## src/rtl/aq_vidu_vid_wbt_wb_ctrl_pkg.sv

```systemverilog
// Shared constants, report payload and vreg decoder for the vector write-back collector.
package aq_vidu_vid_wbt_wb_ctrl_pkg;

   localparam int unsigned VREG_NUM       = 32;
   localparam int unsigned VREG_IDX_W     = 5;
   localparam int unsigned VWB_FIFO_DEPTH = 2;
   localparam int unsigned VWB_CNT_W      = 2;
   localparam int unsigned COLLIDE_CNT_W  = 16;

   typedef logic [VREG_IDX_W-1:0] vreg_idx_t;

   typedef struct packed {
      logic      vld;
      vreg_idx_t vreg;
   } vwb_rpt_t;

   // One-hot decode of a report; all zeros when the report is not valid.
   function automatic logic [VREG_NUM-1:0] vreg_dec(input vwb_rpt_t rpt);
      logic [VREG_NUM-1:0] dec;
      dec           = '0;
      dec[rpt.vreg] = rpt.vld;
      return dec;
   endfunction

endpackage

```

## src/rtl/aq_vidu_vid_wb_fifo.sv

```systemverilog
// Two-entry collision buffer for vector write-back reports: dual push (A then B), single pop.
module aq_vidu_vid_wb_fifo
   import aq_vidu_vid_wbt_wb_ctrl_pkg::*;
(
   input  logic                 wb_clk,
   input  logic                 cpurst_b,
   input  logic                 i_flush,
   input  logic                 i_push_a,
   input  vreg_idx_t            i_push_a_vreg,
   input  logic                 i_push_b,
   input  vreg_idx_t            i_push_b_vreg,
   input  logic                 i_pop,
   output vreg_idx_t            o_head,
   output logic                 o_head_vld,
   output logic [VWB_CNT_W-1:0] o_count
);

   localparam logic [VWB_CNT_W-1:0] CNT_FULL = VWB_CNT_W'(VWB_FIFO_DEPTH);

   logic [VWB_FIFO_DEPTH-1:0][VREG_IDX_W-1:0] r_mem;
   logic [VWB_CNT_W-1:0]                      r_cnt;
   logic [VWB_FIFO_DEPTH-1:0][VREG_IDX_W-1:0] w_mem_nxt;
   logic [VWB_CNT_W-1:0]                      w_cnt_nxt;
   logic                                      w_ovf;

   // Shift out the popped head first, then append pushes in A-then-B order.
   always_comb begin
      w_mem_nxt = r_mem;
      w_cnt_nxt = r_cnt;
      w_ovf     = 1'b0;
      if (i_pop && (r_cnt != '0)) begin
         w_mem_nxt[0] = r_mem[1];
         w_cnt_nxt    = r_cnt - VWB_CNT_W'(1);
      end
      if (i_push_a) begin
         if (w_cnt_nxt < CNT_FULL) begin
            w_mem_nxt[w_cnt_nxt[0]] = i_push_a_vreg;
            w_cnt_nxt               = w_cnt_nxt + VWB_CNT_W'(1);
         end else begin
            w_ovf = 1'b1;
         end
      end
      if (i_push_b) begin
         if (w_cnt_nxt < CNT_FULL) begin
            w_mem_nxt[w_cnt_nxt[0]] = i_push_b_vreg;
            w_cnt_nxt               = w_cnt_nxt + VWB_CNT_W'(1);
         end else begin
            w_ovf = 1'b1;
         end
      end
      if (i_flush) begin
         w_cnt_nxt = '0;
         w_ovf     = 1'b0;
      end
   end

   always_ff @(posedge wb_clk or negedge cpurst_b) begin
      if (!cpurst_b) begin
         r_mem <= '0;
         r_cnt <= '0;
      end else begin
         r_mem <= w_mem_nxt;
         r_cnt <= w_cnt_nxt;
      end
   end

   // The issue logic never offers more pushes than the free slots left after the pop.
   a_no_ovf: assert property (@(posedge wb_clk) disable iff (!cpurst_b) !w_ovf);

   assign o_head     = r_mem[0];
   assign o_head_vld = (r_cnt != '0);
   assign o_count    = r_cnt;

endmodule

```

## src/rtl/aq_vidu_vid_wbt_wb_ctrl.sv

```systemverilog
// Vector write-back collector: merges FPU/LSU reports into a one-hot wb_en, queueing collisions.
// Optional collision counter enabled by defining AQ_VIDU_WB_PERF_EN.
module aq_vidu_vid_wbt_wb_ctrl
   import aq_vidu_vid_wbt_wb_ctrl_pkg::*;
(
   input  logic                     cpurst_b,
   input  logic                     wb_clk,
   input  logic                     rtu_vidu_flush_wbt,
   input  logic                     rtu_yy_xx_async_flush,
   input  logic                     vfpu_vidu_wb_vld,
   input  logic [VREG_IDX_W-1:0]    vfpu_vidu_wb_vreg,
   input  logic                     vlsu_vidu_wb_vld,
   input  logic [VREG_IDX_W-1:0]    vlsu_vidu_wb_vreg,
   output logic                     vidu_vfpu_wb_stall,
   output logic                     vidu_vlsu_wb_stall,
   output logic [VREG_NUM-1:0]      vidu_wbt_wb_en,
   output logic                     vidu_wbt_wb_pending,
   output logic [COLLIDE_CNT_W-1:0] vidu_wbt_collide_cnt
);

   localparam logic [VWB_CNT_W-1:0] CNT_FULL = VWB_CNT_W'(VWB_FIFO_DEPTH);

   logic                r_wb_en_unused;
   logic [VREG_NUM-1:0] r_wb_en;
   logic [VREG_NUM-1:0] w_wb_en_nxt;
   logic                w_flush;
   logic                w_stall;
   vreg_idx_t           w_head;
   logic                w_head_vld;
   logic [VWB_CNT_W-1:0] w_count;
   vwb_rpt_t            w_rpt_h;
   vwb_rpt_t            w_rpt_a;
   vwb_rpt_t            w_rpt_b;
   logic                w_a_vld;
   logic                w_b_vld;
   logic                w_a_iss;
   logic                w_b_iss;
   logic                w_push_a;
   logic                w_push_b;

   assign w_flush = rtu_vidu_flush_wbt | rtu_yy_xx_async_flush;
   assign w_stall = (w_count == CNT_FULL);

   assign w_a_vld = vfpu_vidu_wb_vld & ~w_stall;
   assign w_b_vld = vlsu_vidu_wb_vld & ~w_stall;

   // Head always issues; A yields to H; B yields to any issued candidate with the same vreg.
   assign w_a_iss = w_a_vld & (~w_head_vld | (vfpu_vidu_wb_vreg != w_head));
   assign w_b_iss = w_b_vld
                  & ~(w_head_vld & (vlsu_vidu_wb_vreg == w_head))
                  & ~(w_a_iss & (vlsu_vidu_wb_vreg == vfpu_vidu_wb_vreg));

   assign w_push_a = ~w_flush & w_a_vld & ~w_a_iss;
   assign w_push_b = ~w_flush & w_b_vld & ~w_b_iss;

   assign w_rpt_h = '{vld: w_head_vld, vreg: w_head};
   assign w_rpt_a = '{vld: w_a_iss,    vreg: vfpu_vidu_wb_vreg};
   assign w_rpt_b = '{vld: w_b_iss,    vreg: vlsu_vidu_wb_vreg};

   always_comb begin
      w_wb_en_nxt = '0;
      if (!w_flush) begin
         w_wb_en_nxt = vreg_dec(w_rpt_h) | vreg_dec(w_rpt_a) | vreg_dec(w_rpt_b);
      end
   end

   aq_vidu_vid_wb_fifo u_wb_fifo (
      .wb_clk        (wb_clk),
      .cpurst_b      (cpurst_b),
      .i_flush       (w_flush),
      .i_push_a      (w_push_a),
      .i_push_a_vreg (vfpu_vidu_wb_vreg),
      .i_push_b      (w_push_b),
      .i_push_b_vreg (vlsu_vidu_wb_vreg),
      .i_pop         (w_head_vld),
      .o_head        (w_head),
      .o_head_vld    (w_head_vld),
      .o_count       (w_count)
   );

   always_ff @(posedge wb_clk or negedge cpurst_b) begin
      if (!cpurst_b) begin
         r_wb_en <= '0;
      end else begin
         r_wb_en <= w_wb_en_nxt;
      end
   end

   assign r_wb_en_unused = 1'b0;

`ifdef AQ_VIDU_WB_PERF_EN
   logic [COLLIDE_CNT_W-1:0] r_collide_cnt;

   // Saturating count of cycles that queued at least one report; flush leaves it intact.
   always_ff @(posedge wb_clk or negedge cpurst_b) begin
      if (!cpurst_b) begin
         r_collide_cnt <= '0;
      end else if ((w_push_a | w_push_b) && (r_collide_cnt != '1)) begin
         r_collide_cnt <= r_collide_cnt + COLLIDE_CNT_W'(1);
      end
   end

   assign vidu_wbt_collide_cnt = r_collide_cnt;
`else
   assign vidu_wbt_collide_cnt = '0;
`endif

   assign vidu_vfpu_wb_stall  = w_stall;
   assign vidu_vlsu_wb_stall  = w_stall;
   assign vidu_wbt_wb_en      = r_wb_en | {VREG_NUM{r_wb_en_unused}};
   assign vidu_wbt_wb_pending = w_head_vld;

endmodule
```

## config.mk

```make
export PLATFORM = sky130hd
export DESIGN_NAME = aq_vidu_vid_wbt_wb_ctrl
export DESIGN_NICKNAME = d
export VERILOG_FILES = /design/src/rtl/aq_vidu_vid_wbt_wb_ctrl_pkg.sv /design/src/rtl/aq_vidu_vid_wb_fifo.sv /design/src/rtl/aq_vidu_vid_wbt_wb_ctrl.sv
export SDC_FILE = /design/constraint.sdc
export NUM_CORES = 1
export LEC_CHECK = 0
export CAP_MARGIN = 40
export CORE_ASPECT_RATIO = 1.2
export CORE_MARGIN = 2
export CORE_UTILIZATION = 52
export DETAILED_ROUTE_END_ITERATION = 8
export HOLD_SLACK_MARGIN = 0.1
export PLACE_DENSITY = 0.81
export SETUP_SLACK_MARGIN = 0.4
export SYNTH_ARGS = -nofsm -noshare
export SYNTH_HDL_FRONTEND = slang
export SYNTH_HIERARCHICAL = 1
export SYNTH_SLANG_ARGS = --single-unit
```

## constraint.sdc

```tcl
create_clock -name wb_clk -period 4.2 [get_ports wb_clk]
set_clock_uncertainty 0.1 [all_clocks]
set_input_delay 0.42 -clock wb_clk [delete_from_list [all_inputs] [get_ports wb_clk]]
set_output_delay 0.42 -clock wb_clk [all_outputs]
set_load 0.02 [all_outputs]
```

==> flow_summary.ini <==
[clocking]
tritoncts = built
htreeDepth = 2
clock-sinks = 44
cts_root_buffer = clkbuf_8
path_clk_slew_ps = 80
clk_latency_ps = 310
cts_buffers = 5
ctsLongestPathBuffers = 2

[critical_path]
cp_max_fo = 13
critPathLaunchType = input pin
crit_arrival_ps = 3540
cp.required_ps = 4270
end_kind = flip-flop
critPathKind = in -> reg

[yosys]
ys_types = 52
ys.flop_type = dfrtp_1
synth.area.top_cells = dfrtp_1, buf_4, o221ai_1
synth_mux_area_share_pct = 3.092
synth_compound_area_share_pct = 19.24
syn_area_sq_um = 3278
syn_inst = 346
yosys.area_share.adder_pct = 0.3817
ys_ff_latch = 44
synth_top_area_share_pct = 33.59
yosys.area_share.simple_pct = 25.08
yosys_warnings = 6
avgSynthCellArea_sq_um = 9.474
async_flop_share_pct = 100.0
synth_xor_area_share_pct = 6.832
ys_top_cells_by_count = dfrtp_1, nand2_1, buf_4
yosysMostFrequentCell = dfrtp_1
synth_edf_count = 0
synth-seq-area-share_pct = 33.59
synth_top_cell_by_area = dfrtp_1
synth_top_family_by_area = simple AND/OR/NAND/NOR gates

[layout]
fillCellCount = 522
drive_gt1_share_pct = 10.32
multi_input_area_sq_um = 1851
diodes = 0
regArea_sq_um = 1101
nets = 394
final_util_pct = 62.49
syn2layout_area_growth_pct = 15.34

[detailed_routing]
met1_length_um = 3331
detail_route.first_pass.iterations = 5
via_count = 2827
drt-initial-drc-count = 210
topRoutingLayerUsed = met4
drt_wl_total_um = 8771
drt.antenna.violating_nets = 0
vias_per_cell = 6.146
routed-wl-met3_um = 555
avgRoutedWirePerCell_um = 19.07
drc = 0
wl_met2_um = 4577

[min_path]
min_path_type = reg -> reg

[floorplan]
dieArea_sq_um = 6958
core_area_sq_um = 6051
chipHeight_um = 90.98
die_w_um = 76.48
pin_count = 67
row_count = 31
start_util_pct = 54.18

[sta]
finalHoldViolations = 0
setup_viol = 0
maxSlewViolCount = 0
fmax_mhz = 288.1
rsz0062_at_grt = false
worst_slew_pin_slew_ps = 743.6
fin_setup_tns_ps = 0
max_slew_margin_pct = 50.32
setup_slack_ps = 729.1
period_share_pct = 82.64
fin_crit_ps = 3471

[pwr]
peakVddDrop_mv = 0.1540
p_per_area_nw_per_um2 = 254.3
p_leak_nw = 1.477

[grt]
antenna_found_initial = 0
grt_overflow = 0
grt_pass1_vias = 2818
grt_util_all_layers_pct = 25.77
grt_max_degree = 27
grt_pass1_wl_um = 14030

[placement]
place_congestion = 0.9456
port_buffers = 50
post-place-ws_ps = 488.4
dp_hpwl_um = 6551

[job]
drv_cap = 0

[run_status]
outcome = complete, no violations
-- flip-flops by register name, indices dropped and copies added (netlist names) --
name,cells
vidu_wbt_wb_en,32
u_wb_fifo/o_count,2
u_wb_fifo/o_head,5
u_wb_fifo/r_mem,5
-- layer usage --
metal,global-route usage (%),up-vias
li1,-,1281
met1,29.00,1364
met2,45.87,149
met3,4.672,33
met4,14.09,0
met5,0,-
-- metrics by stage --
stage          power [W]  cell area, sq um  instances  hold slack (ps)
2_1_floorplan  0.0006196              3334        361            24.41
3_3_place_gp   0.0006384              3628        449            450.1
3_5_place_dp   0.0006455              3664        451            318.0
4_1_cts        0.0009651              3781        460            484.1
5_1_grt         0.001004              3781        460            505.1
6_report       0.0009617              3781        460            486.5
-- report_power, final --
group          internal, W  switching, W  leakage, nW
Combinational    0.0000723      0.000108        0.826
Clock             0.000177      0.000146       0.0552
Sequential        0.000432     0.0000272        0.596
-- cell families after synthesis --
group                      Yosys count
AOI/OAI and AO/OA                   81
xor gates and xnor gates            17
buffers and inverters               61
DFF                                 44
muxes                               10
adders and majority gates            1
other                                1
and+or+nand+nor                    131
-- area by class of cell --
cell class,instances,share of cell area (%)
clock buffer,6,1.919
clock inverter,2,0.9265
inverter,13,1.291
multi-input combinational,256,48.94
sequential,44,29.12
tap,82,2.713
timing repair buffer,57,15.09
-- cell usage in the layout, fill, tap and decap left out, drive strengths merged, types with 2 or more instances in the layout --
| cell type | netlist | layout |
|---|---|---|
| conb | 1 | 16 |
| nand2b | 8 | 8 |
| nand4b | 3 | 3 |
| mux2i | 9 | 9 |
| xnor2 | 8 | 8 |
| clkdlybuf4s50 | 0 | 49 |
| nor4 | 4 | 4 |
| a22oi | 5 | 5 |
| xor2 | 9 | 9 |
| clkbuf | 6 | 6 |
| buf | 42 | 7 |
| a211oi | 6 | 6 |
| or3 | 2 | 2 |
| inv | 13 | 13 |
| a32oi | 15 | 15 |
| nor3 | 10 | 10 |
| dfrtp | 44 | 44 |
| o221ai | 18 | 18 |
| o22ai | 5 | 5 |
| nand2 | 39 | 39 |
| nand3b | 4 | 4 |
| nor2 | 22 | 22 |
| nor2b | 5 | 5 |
| a21o | 4 | 4 |
| or2 | 2 | 2 |
| and3 | 6 | 6 |
| o21ai | 22 | 22 |
| nor3b | 3 | 3 |
| o211ai | 2 | 2 |
| nand4 | 7 | 7 |
| and2 | 8 | 8 |
| nand3 | 7 | 7 |
-- final timing paths --
path                                           startpoint                            to  slack [ps]  cells after the start
max                                  vlsu_vidu_wb_vreg[3]  u_wb_fifo/r_mem[8]$_DFF_PN0_         730                      9
min                          u_wb_fifo/r_mem[7]$_DFF_PN0_  u_wb_fifo/r_mem[7]$_DFF_PN0_         490                      2
max reg2reg                u_wb_fifo/o_count[0]$_DFF_PN0_  u_wb_fifo/r_mem[8]$_DFF_PN0_         910                     10
min reg2reg                  u_wb_fifo/r_mem[7]$_DFF_PN0_  u_wb_fifo/r_mem[7]$_DFF_PN0_         490                      2
max in group asynchronous                        cpurst_b  vidu_wbt_wb_en[10]$_DFF_PN0_        2970                      3
min in group asynchronous                        cpurst_b   vidu_wbt_wb_en[1]$_DFF_PN0_         520                      2
-- critical path, stage by stage --
cell and delay (ps):
clkdlybuf4s50_1 910, xor2_1 210, nor4_4 380, o211ai_4 210, a21boi_0 430, inv_1 160
nor4_2 300, or2_1 390, a22oi_2 130
-- timing repair --
item                                    in CTS  in global routing
resized for setup                            0                  0
endpoints found under the setup margin       0                  0
endpoints found under the hold margin       18                  0
setup buffers                                0                  0
hold buffers                                 1                  0
(Power assumes the default switching activity.)
